### src/rtl/game_scene_render_pkg.sv
// Shared definitions for the game scene renderer.
// Holds the RGB565 palette, the descriptor width function and the
// descriptor field offsets. Descriptor layout, MSB to LSB:
//   {x0, x1, y0, y1, colour[15:0], enable, blink}
package game_scene_pkg;

    localparam logic [15:0] BLACK   = 16'h0000;
    localparam logic [15:0] WHITE   = 16'hFFFF;
    localparam logic [15:0] RED     = 16'hF800;
    localparam logic [15:0] GREEN   = 16'h07E0;
    localparam logic [15:0] BLUE    = 16'h001F;
    localparam logic [15:0] BROWN   = 16'hA145;
    localparam logic [15:0] SKYBLUE = 16'h867D;
    localparam logic [15:0] MAGENTA = 16'hF81F;

    localparam int COLOUR_W   = 16;
    localparam int OFF_BLINK  = 0;
    localparam int OFF_EN     = 1;
    localparam int OFF_COLOUR = 2;
    localparam int OFF_Y1     = OFF_COLOUR + COLOUR_W;

    function automatic int rect_w(input int xw, input int yw);
        return 2 * xw + 2 * yw + 18;
    endfunction

    function automatic int off_y0(input int yw);
        return OFF_Y1 + yw;
    endfunction

    function automatic int off_x1(input int yw);
        return OFF_Y1 + 2 * yw;
    endfunction

    function automatic int off_x0(input int xw, input int yw);
        return OFF_Y1 + 2 * yw + xw;
    endfunction

endpackage

### src/rtl/game_scene_render_if.sv
// Rectangle-table write bus.
//   wr_en   - write strobe
//   wr_idx  - slot index (indices beyond the table are ignored)
//   wr_data - rectangle descriptor
// master drives the bus, slave (the renderer) receives it.
interface game_scene_render_if #(
    parameter int RECT_W = 44
);
    logic              wr_en;
    logic [3:0]        wr_idx;
    logic [RECT_W-1:0] wr_data;

    modport master (output wr_en, wr_idx, wr_data);
    modport slave  (input  wr_en, wr_idx, wr_data);
endinterface

### src/rtl/game_scene_render_rect_hit.sv
// Combinational hit test for one rectangle slot.
//   desc        - slot descriptor
//   x, y        - current pixel
//   blink_phase - global blink phase; blinking slots hide when it is 1
//   hit         - pixel lies inside an enabled, visible rectangle
// Bounds are inclusive and unsigned, so x0>x1 or y0>y1 can never hit.
module rect_hit
    import game_scene_pkg::*;
#(
    parameter int X_W = 7,
    parameter int Y_W = 6
) (
    input  logic [rect_w(X_W, Y_W)-1:0] desc,
    input  logic [X_W-1:0]              x,
    input  logic [Y_W-1:0]              y,
    input  logic                        blink_phase,
    output logic                        hit
);
    localparam int OX0 = off_x0(X_W, Y_W);
    localparam int OX1 = off_x1(Y_W);
    localparam int OY0 = off_y0(Y_W);

    logic [X_W-1:0] x0, x1;
    logic [Y_W-1:0] y0, y1;
    logic           unused_colour;

    assign x0 = desc[OX0 +: X_W];
    assign x1 = desc[OX1 +: X_W];
    assign y0 = desc[OY0 +: Y_W];
    assign y1 = desc[OFF_Y1 +: Y_W];

    // Colour is selected by the priority mux in the top.
    assign unused_colour = ^desc[OFF_COLOUR +: COLOUR_W];

    assign hit = desc[OFF_EN]
               && (x0 <= x) && (x <= x1)
               && (y0 <= y) && (y <= y1)
               && !(desc[OFF_BLINK] && blink_phase);
endmodule

### src/rtl/game_scene_render.sv
// Rectangle-list scene renderer for a small RGB565 OLED.
//   clk, reset         - clock and synchronous active-high reset
//   x, y               - pixel currently requested by the OLED driver
//   frame_tick         - one pulse per completed frame, drives blinking
//   active             - enables background flashing in the blink phase
//   wr_bus (slave)     - rectangle-table write port
//   oled_data          - registered pixel colour, one cycle after x/y
// The highest-index hitting slot wins; with no hit the background is shown.
module game_scene_render
    import game_scene_pkg::*;
#(
    parameter int          NUM_RECTS    = 8,
    parameter int          X_W          = 7,
    parameter int          Y_W          = 6,
    parameter int          BLINK_FRAMES = 30,
    parameter logic [15:0] BG_COLOUR    = 16'hFFFF,
    parameter logic [15:0] FLASH_COLOUR = 16'hF81F
) (
    input  logic                 clk,
    input  logic                 reset,
    input  logic [X_W-1:0]       x,
    input  logic [Y_W-1:0]       y,
    input  logic                 frame_tick,
    input  logic                 active,
    game_scene_render_if.slave   wr_bus,
    output logic [15:0]          oled_data
);
    localparam int                RECT_W   = rect_w(X_W, Y_W);
    localparam int                CNT_W    = $clog2(BLINK_FRAMES) + 1;
    localparam logic [CNT_W-1:0]  CNT_LAST = CNT_W'(BLINK_FRAMES - 1);

    logic [RECT_W-1:0]    slots_q [NUM_RECTS];
    logic [CNT_W-1:0]     frame_cnt;
    logic                 blink_phase;
    logic [NUM_RECTS-1:0] hit;
    logic [15:0]          pixel;

    // Slot table. A slot is only written when wr_idx matches its own index,
    // so out-of-range indices fall through without touching anything.
    // NOTE: the table is reset explicitly because a cleared table (all slots
    // disabled) is part of the reset state, not just the control logic.
    always_ff @(posedge clk) begin
        if (reset) begin
            for (int k = 0; k < NUM_RECTS; k++) slots_q[k] <= '0;
        end else begin
            for (int k = 0; k < NUM_RECTS; k++) begin
                if (wr_bus.wr_en && (wr_bus.wr_idx == 4'(k)))
                    slots_q[k] <= wr_bus.wr_data;
            end
        end
    end

    // Blink timing runs independently of active; active only gates the
    // background flash.
    // NOTE: non-blocking assignments keep every register update in this
    // block reading pre-edge values, whatever the statement order.
    always_ff @(posedge clk) begin
        if (reset) begin
            frame_cnt   <= '0;
            blink_phase <= 1'b0;
        end else if (frame_tick) begin
            if (frame_cnt == CNT_LAST) begin
                frame_cnt   <= '0;
                blink_phase <= ~blink_phase;
            end else begin
                frame_cnt <= frame_cnt + CNT_W'(1);
            end
        end
    end

    for (genvar k = 0; k < NUM_RECTS; k++) begin : g_hit
        rect_hit #(.X_W(X_W), .Y_W(Y_W)) u_rect_hit (
            .desc        (slots_q[k]),
            .x           (x),
            .y           (y),
            .blink_phase (blink_phase),
            .hit         (hit[k])
        );
    end

    // Ascending scan: later (higher-index) hits overwrite earlier ones.
    // NOTE: pixel gets its default before the loop so every path assigns it
    // and no latch is inferred.
    always_comb begin
        pixel = (active && blink_phase) ? FLASH_COLOUR : BG_COLOUR;
        for (int k = 0; k < NUM_RECTS; k++) begin
            if (hit[k]) pixel = slots_q[k][OFF_COLOUR +: COLOUR_W];
        end
    end

    always_ff @(posedge clk) begin
        if (reset) oled_data <= BG_COLOUR;
        else       oled_data <= pixel;
    end
endmodule

### src/flat_wrapper.sv
// flat-port wrapper written by rule: the top's interface ports become plain ports
module game_scene_render_flat import game_scene_pkg::*;
#(
    parameter int          NUM_RECTS    = 8,
    parameter int          X_W          = 7,
    parameter int          Y_W          = 6,
    parameter int          BLINK_FRAMES = 30,
    parameter logic [15:0] BG_COLOUR    = 16'hFFFF,
    parameter logic [15:0] FLASH_COLOUR = 16'hF81F
)
  (clk, reset, x, y, frame_tick, active, oled_data, wr_bus_wr_en, wr_bus_wr_idx, wr_bus_wr_data);
  game_scene_render_if #(.RECT_W((44))) wr_bus_i ();
  input  logic clk;
  input  logic reset;
  input  logic [X_W-1:0] x;
  input  logic [Y_W-1:0] y;
  input  logic frame_tick;
  input  logic active;
  output logic [15:0] oled_data;
  input wire logic [$bits(wr_bus_i.wr_en)-1:0] wr_bus_wr_en;
  input wire logic [$bits(wr_bus_i.wr_idx)-1:0] wr_bus_wr_idx;
  input wire logic [$bits(wr_bus_i.wr_data)-1:0] wr_bus_wr_data;
  assign wr_bus_i.wr_en = wr_bus_wr_en;
  assign wr_bus_i.wr_idx = wr_bus_wr_idx;
  assign wr_bus_i.wr_data = wr_bus_wr_data;
  game_scene_render #(.NUM_RECTS(NUM_RECTS), .X_W(X_W), .Y_W(Y_W), .BLINK_FRAMES(BLINK_FRAMES), .BG_COLOUR(BG_COLOUR), .FLASH_COLOUR(FLASH_COLOUR)) u_core (.clk(clk), .reset(reset), .x(x), .y(y), .frame_tick(frame_tick), .active(active), .wr_bus(wr_bus_i), .oled_data(oled_data));
endmodule
### config.mk
export PLATFORM = sky130hd
export DESIGN_NAME = game_scene_render_flat
export DESIGN_NICKNAME = d
export VERILOG_FILES = /design/src/rtl/game_scene_render_pkg.sv /design/src/rtl/game_scene_render_if.sv /design/src/rtl/game_scene_render_rect_hit.sv /design/src/rtl/game_scene_render.sv /design/src/flat_wrapper.sv
export SDC_FILE = /design/constraint.sdc
export NUM_CORES = 1
export LEC_CHECK = 0
export CAP_MARGIN = 20
export CELL_PAD_IN_SITES_DETAIL_PLACEMENT = 1
export CELL_PAD_IN_SITES_GLOBAL_PLACEMENT = 1
export CORE_MARGIN = 2
export CORE_UTILIZATION = 45
export CTS_BUF_LIST = sky130_fd_sc_hd__clkbuf_4 sky130_fd_sc_hd__clkbuf_8
export DETAILED_ROUTE_END_ITERATION = 7
export GPL_TIMING_DRIVEN = 0
export PLACE_DENSITY_LB_ADDON = 0.2
export SYNTH_ARGS = -nofsm -noshare
export SYNTH_HDL_FRONTEND = slang
export SYNTH_HIERARCHICAL = 1
export SYNTH_SLANG_ARGS = --single-unit
### constraint.sdc
create_clock -name clk -period 6.95 [get_ports clk]
set_input_delay 1.39 -clock clk [delete_from_list [all_inputs] [get_ports clk]]
set_output_delay 1.39 -clock clk [all_outputs]
set_load 0.02 [all_outputs]
Word-level counts from Yosys, hierarchy flattened
Memories as Yosys holds them, arrays and structs flattened.
Cells that the tools add are included.
{ "classes": {"magnitude_cmp": 32, "n_reduce_logical": 67, "eq_ne": 8, "shift": 0, "n_mul": 0, "n_bitwise": 9, "n_mux": 44, "n_addsub": 1, "div": 0} }
{ "op_table": {"columns": ["cell", "count"], "rows": [
  ["two-way mux 44 bit", 8],
  ["two-way mux 16 bit", 8],
  ["<= comparator 7 bit", 16],
  ["<= comparator 6 bit", 16],
  ["logical AND 1 bit", 57],
  ["two-way mux 1 bit", 26],
  ["== test 4 x 3 -> 1 bit, second input constant", 4],
  ["two-way mux 11 bit", 1],
  ["== test 4 x 2 -> 1 bit, second input constant", 2],
  ["zero test 1 bit", 8],
  ["OR 1 bit", 8],
  ["adder 6 x 1 -> 6 bit, second input constant", 1],
  ["== test 6 x 5 -> 1 bit, second input constant", 1],
  ["two-way mux 6 bit", 1],
  ["== test 4 x 1 -> 1 bit, second input constant", 1],
  ["zero test 4 bit", 1],
  ["AND reduction 2 bit", 1],
  ["NOT 1 bit", 1]
]} }
{ "totals": {"register_bits": 23, "memories": 1, "romBits": 0, "ram_bits": 352, "input_bits": 66, "latch_bits": 0, "elab_cells": 165} }
{ "mem_list": {"columns": ["name", "words", "width", "rd", "rd_clocked_by_memory_dff", "wr", "line_no", "source"], "rows": [
  ["u_core.slots_q", 8, 44, 8, 0, 8, "game_scene_render.sv:32", "logic [RECT_W-1:0] slots_q [NUM_RECTS];"]
]} }

Logic depth before layout (Yosys ltp)
An unclocked memory read counts as a cell.
{ "depth": {"ltp_word": 15, "depth_mapped": 13} }

Cells and area by module
Netlist, hierarchy kept.
{ "modules_own_cells": {"columns": ["mod", "area_per_inst_um2", "cells_each", "seq_area_each_um2", "n_inst"], "rows": [
  ["game_scene_render", 13972.2, 1017, 11030.6, 1],
  ["rect_hit at u_core.g_hit[0].u_rect_hit ...", 663.1, 92, 0.0, 7],
  ["rect_hit at u_core.g_hit[7].u_rect_hit", 655.6, 92, 0.0, 1]
]} }

Worst setup path after synthesis
Ideal clock, no wire load.
{ "synth_path": {"path_kind": "input port to flip-flop", "startpoint": "input wr_bus_wr_idx[3]", "endpoint": "memory u_core.slots_q[6][12], in the netlist u_core/slots_q[1][100] (enable)", "t_required_ps": 6444, "slack_ps": 1550, "stages": 4, "n_path_buf": 1, "t_arrival_ps": 4894, "setup_time_ps": 506, "path_cell_list": "and3b_1 > clkbuf_1 > nand2_1 > o21ai_0"} }
{ "synth_lines": {"columns": ["element", "line_no", "source"], "rows": [
  ["start: declaration", "flat_wrapper.sv:21", "input wire logic [$bits(wr_bus_i.wr_idx)-1:0] wr_bus_wr_idx;"],
  ["end: declaration", "game_scene_render.sv:32", null]
]} }

Final worst setup path
{ "layout_path": {"startpoint": "input y[3]", "endpoint": "register u_core.oled_data[5]"} }
{ "layout_between": {"elab_chain_len": 12, "elab_cells_between_ends": 48, "classes_between": "order compare: 16; mux: 8; reduce/logical: 24"} }
{ "layout_rtl": {"columns": ["element", "line_no", "source"], "rows": [
  ["start: declaration", "flat_wrapper.sv:16", "input logic [Y_W-1:0] y;"],
  ["<= comparator 6 bit", "game_scene_render_rect_hit.sv:37", "&& (y0 <= y) && (y <= y1)"],
  ["logical AND 1 bit", "game_scene_render_rect_hit.sv:37", null],
  ["logical AND 1 bit (*)", "game_scene_render_rect_hit.sv:37", null],
  ["logical AND 1 bit (*)", "game_scene_render_rect_hit.sv:38", "&& !(desc[OFF_BLINK] && blink_phase);"],
  ["net u_core.hit[0]", "game_scene_render.sv:35", "logic [NUM_RECTS-1:0] hit;"],
  ["two-way mux 16 bit (*) (8 in a row)", "game_scene_render.sv:87", "if (hit[k]) pixel = slots_q[k][OFF_COLOUR +: COLOUR_W];"],
  ["end signal: assignment", "game_scene_render.sv:93", "else oled_data <= pixel;"],
  ["end: declaration", "game_scene_render.sv:26", "output logic [15:0] oled_data"]
]} }
Mark *: on every way through the listed nets, which the timed path passes. The rest lies on a longest branch.
A chain may end at the register's enable or synchronous reset.

==> run metrics <==
status completed; vias in the first global route 15,009; RePlAce Congestion 0.784; synth-to-layout area growth 15.5%; first-pass GRT wire length 84.1 mm; crit-path max cell delay 1.16 ns; Slew @ Worst Pin 1.10 ns; top post-synthesis cells by area edfxtp_1 (55%), ha_1 (14%), nor2_1 (5.7%), inv_1 (5.5%), a21oi_1 (2.5%); pwr dens 247 mW/mm^2; R2R depth 11; largest net degree at the start of global routing 34; Inserted Clock Buffers 67; Post-synth top cells edfxtp_1 (352), nor2_1 (293), inv_1 (284); placed wire-length estimate 38.3 mm; Yosys top cell area share 54.9%; hold path startpoint u_core/frame_cnt[1]; most used cell, CP a21oi_1; io pins 82; Hold Path Cell Cnt 2; # clock sinks 375; sequential share of the synthesized area 57.2%; critical path startpoint category primary input; synthesized area per cell 11.0 sq um; CP required 7.41 ns; Inst Count DP 2,380; max-capacitance violation count 0; worst path cell trace clkdlybuf4s50_1 -> ha_1 -> nand4_1 -> a21oi_1 -> a2111oi_1 -> o2111ai_1 -> nor3_1 -> inv_1 -> a311oi_1 -> a21oi_1 -> o21ai_0; crit-path max FO 16; clock slew at reported path FFs 0.05 ns; Post-CTS Setup Inserts 0; Netlist cell types 47; GR Util All Layers 25.4%; FF+latch count, synth 375; synthesized area 0.0193 sq mm; Setup Skew 0.0272 ns; CTS tree done; syn nets 2,029; diode count 0; Non-Filler Instances 2,503; Antenna Nets Post-Route 0; Hold WC Path Type reg2reg; Fillers 4,548; Yosys top cell by area edfxtp_1; hold worst-path end u_core/frame_cnt[1]; layout cells sized above 1 7.74%; CTS Buffer Depth 3; Worst Path Arrival 6.58 ns; worst reg2reg startpoint u_core/slots_q[0][23]; Setup TNS 0 ns; async set or reset register ratio after synthesis 0%; YS warnings 6; initial antenna violation count 1; Critical R2R Capture u_core/oled_data[5]; post-CTS sizing 0; Port Buffers 79; cts hold-fix bufs 0; routed vias 13,897; routed vias/inst 5.55; f_max 0.163 GHz; count leader, synth edfxtp_1; Final #Nets 2,187; Worst setup EP type flop; Reg2Reg Setup Slack 2.48 ns; DRC Markers 0; Cells after Synth 1,753; row count 75; Pleak 0.00929 uW; Vert. Die Dim 211 um; RSZ-0062 raised after global routing no; number of synthesized flops with an enable pin 352; Core ar. 0.0421 sq mm; Starting Density 45.7%; Die Wd 211 um; Synth Flop Type edfxtp_1; Hold Vio Cnt, Final 0; Total Wirelength 55.1 mm; Crit-path slowest cell clkdlybuf4s50_1; WL/cell 22.0 um; final setup violation count 0; CTS HTree Levels 3; worst skew pair latency 0.62 ns; CTS root buf clkbuf_8; worst rel slew slack 25.9%; gr ovfl total 0; Slew Viols, Final 0; DRT Pass-1 Iters 5; Tcrit/Tclk final 88.1%; drt initial violations 769; crit path kind in2reg; Max IR drop VDD 0.000144 V; die area 0.0445 sq mm; Tmin final 6.12 ns
## worst max-delay path, delay by kind of cell
family | cells | cell delay [ns]
buffers and inverters | 2 | 1.34
adders and majority gates | 1 | 0.40
and+or+nand+nor | 2 | 1.04
AOI/OAI and AO/OA | 6 | 2.40
## registers in the layout, indices dropped and copies added (netlist names)
signal,flops
u_core/blink_phase,1
u_core/oled_data,16
u_core/frame_cnt,6
u_core/slots_q,352
## worst max-delay path by stage
stage / to / start
floorplan: u_core/slots_q[1][100] / wr_bus_wr_idx[3]
global placement: u_core/slots_q[1][107] / wr_bus_wr_idx[2]
detailed placement: u_core/oled_data[5] / y[3]
CTS: u_core/oled_data[5] / y[3]
global route: u_core/oled_data[5] / y[3]
finish: u_core/oled_data[5] / y[3]
## cell type report
cell class	count	area, sq um	area share [%]
Buffer	54	219	0.983
Clock buffer	100	1190	5.34
Clock inverter	22	113	0.506
Inverter	293	1100	4.94
Multi-Input combinational cell	1031	6950	31.2
Sequential cell	375	11000	49.5
Tap cell	539	674	3.03
Timing Repair Buffer	89	991	4.45
## per-layer routing
| layer | vias to the layer above | GRT usage [%] | share of wire [%] |
|---|---|---|---|
| li1 | 6449 | - | - |
| met1 | 6964 | 31.8 | 43 |
| met2 | 368 | 43.0 | 48 |
| met3 | 114 | 5.04 | 5.6 |
| met4 | 2 | 10.7 | 3.5 |
| met5 | - | 0 | 0.024 |
## placed cells by master, fill, tap and decap left out, drive strengths merged, types with 3 or more instances in the layout
cell	instances
a2111oi	8
a211oi	9
a21o	8
a21oi	97
a221o	6
a221oi	13
a22oi	10
a31oi	13
and4	8
buf	16
clkbuf	148
clkdlybuf4s50	79
clkinv	25
clkinvlp	3
dfxtp	23
edfxtp	352
ha	210
inv	287
nand2	125
nand2b	14
nand3	26
nand3b	15
nand4	26
nor2	293
nor2b	13
nor3	8
nor3b	16
o2111ai	8
o21a	8
o21ai	31
o22a	8
o22ai	25
o311ai	20
xnor2	3
xor2	3
## through the flow
stage | power (uW) | setup WS [ns] | cell area, sq um | hold WS, ns | util, %
final | 5500 | 0.830 | 22300 | 0.514 | 52.8
after global routing | 5750 | 0.520 | 22300 | 0.547 | 52.8
after CTS | 5560 | 0.751 | 22300 | 0.522 | 52.8
after detailed placement | 3520 | 0.127 | 21000 | 0.513 | 49.7
after global placement | 3460 | -1.76 | 20700 | 0.494 | 49.2
after floorplan | 3170 | 1.55 | 19300 | 0.476 | -
## where the power goes
| part | switching [uW] | internal, uW |
|---|---|---|
| Clock | 929 | 1100 |
| Sequential | 49.4 | 2630 |
| Combinational | 500 | 293 |
## kinds of logic after synthesis
logic type | synth area share, %
buffers and inverters | 6.84
AO/OA/AOI/OAI | 9.22
AND/OR/NAND/NOR | 12.8
XOR/XNOR | 0.273
flip-flops | 57.2
adder cells (fa/ha/maj) | 13.6
Note: power is estimated with default switching activity, not from simulation.
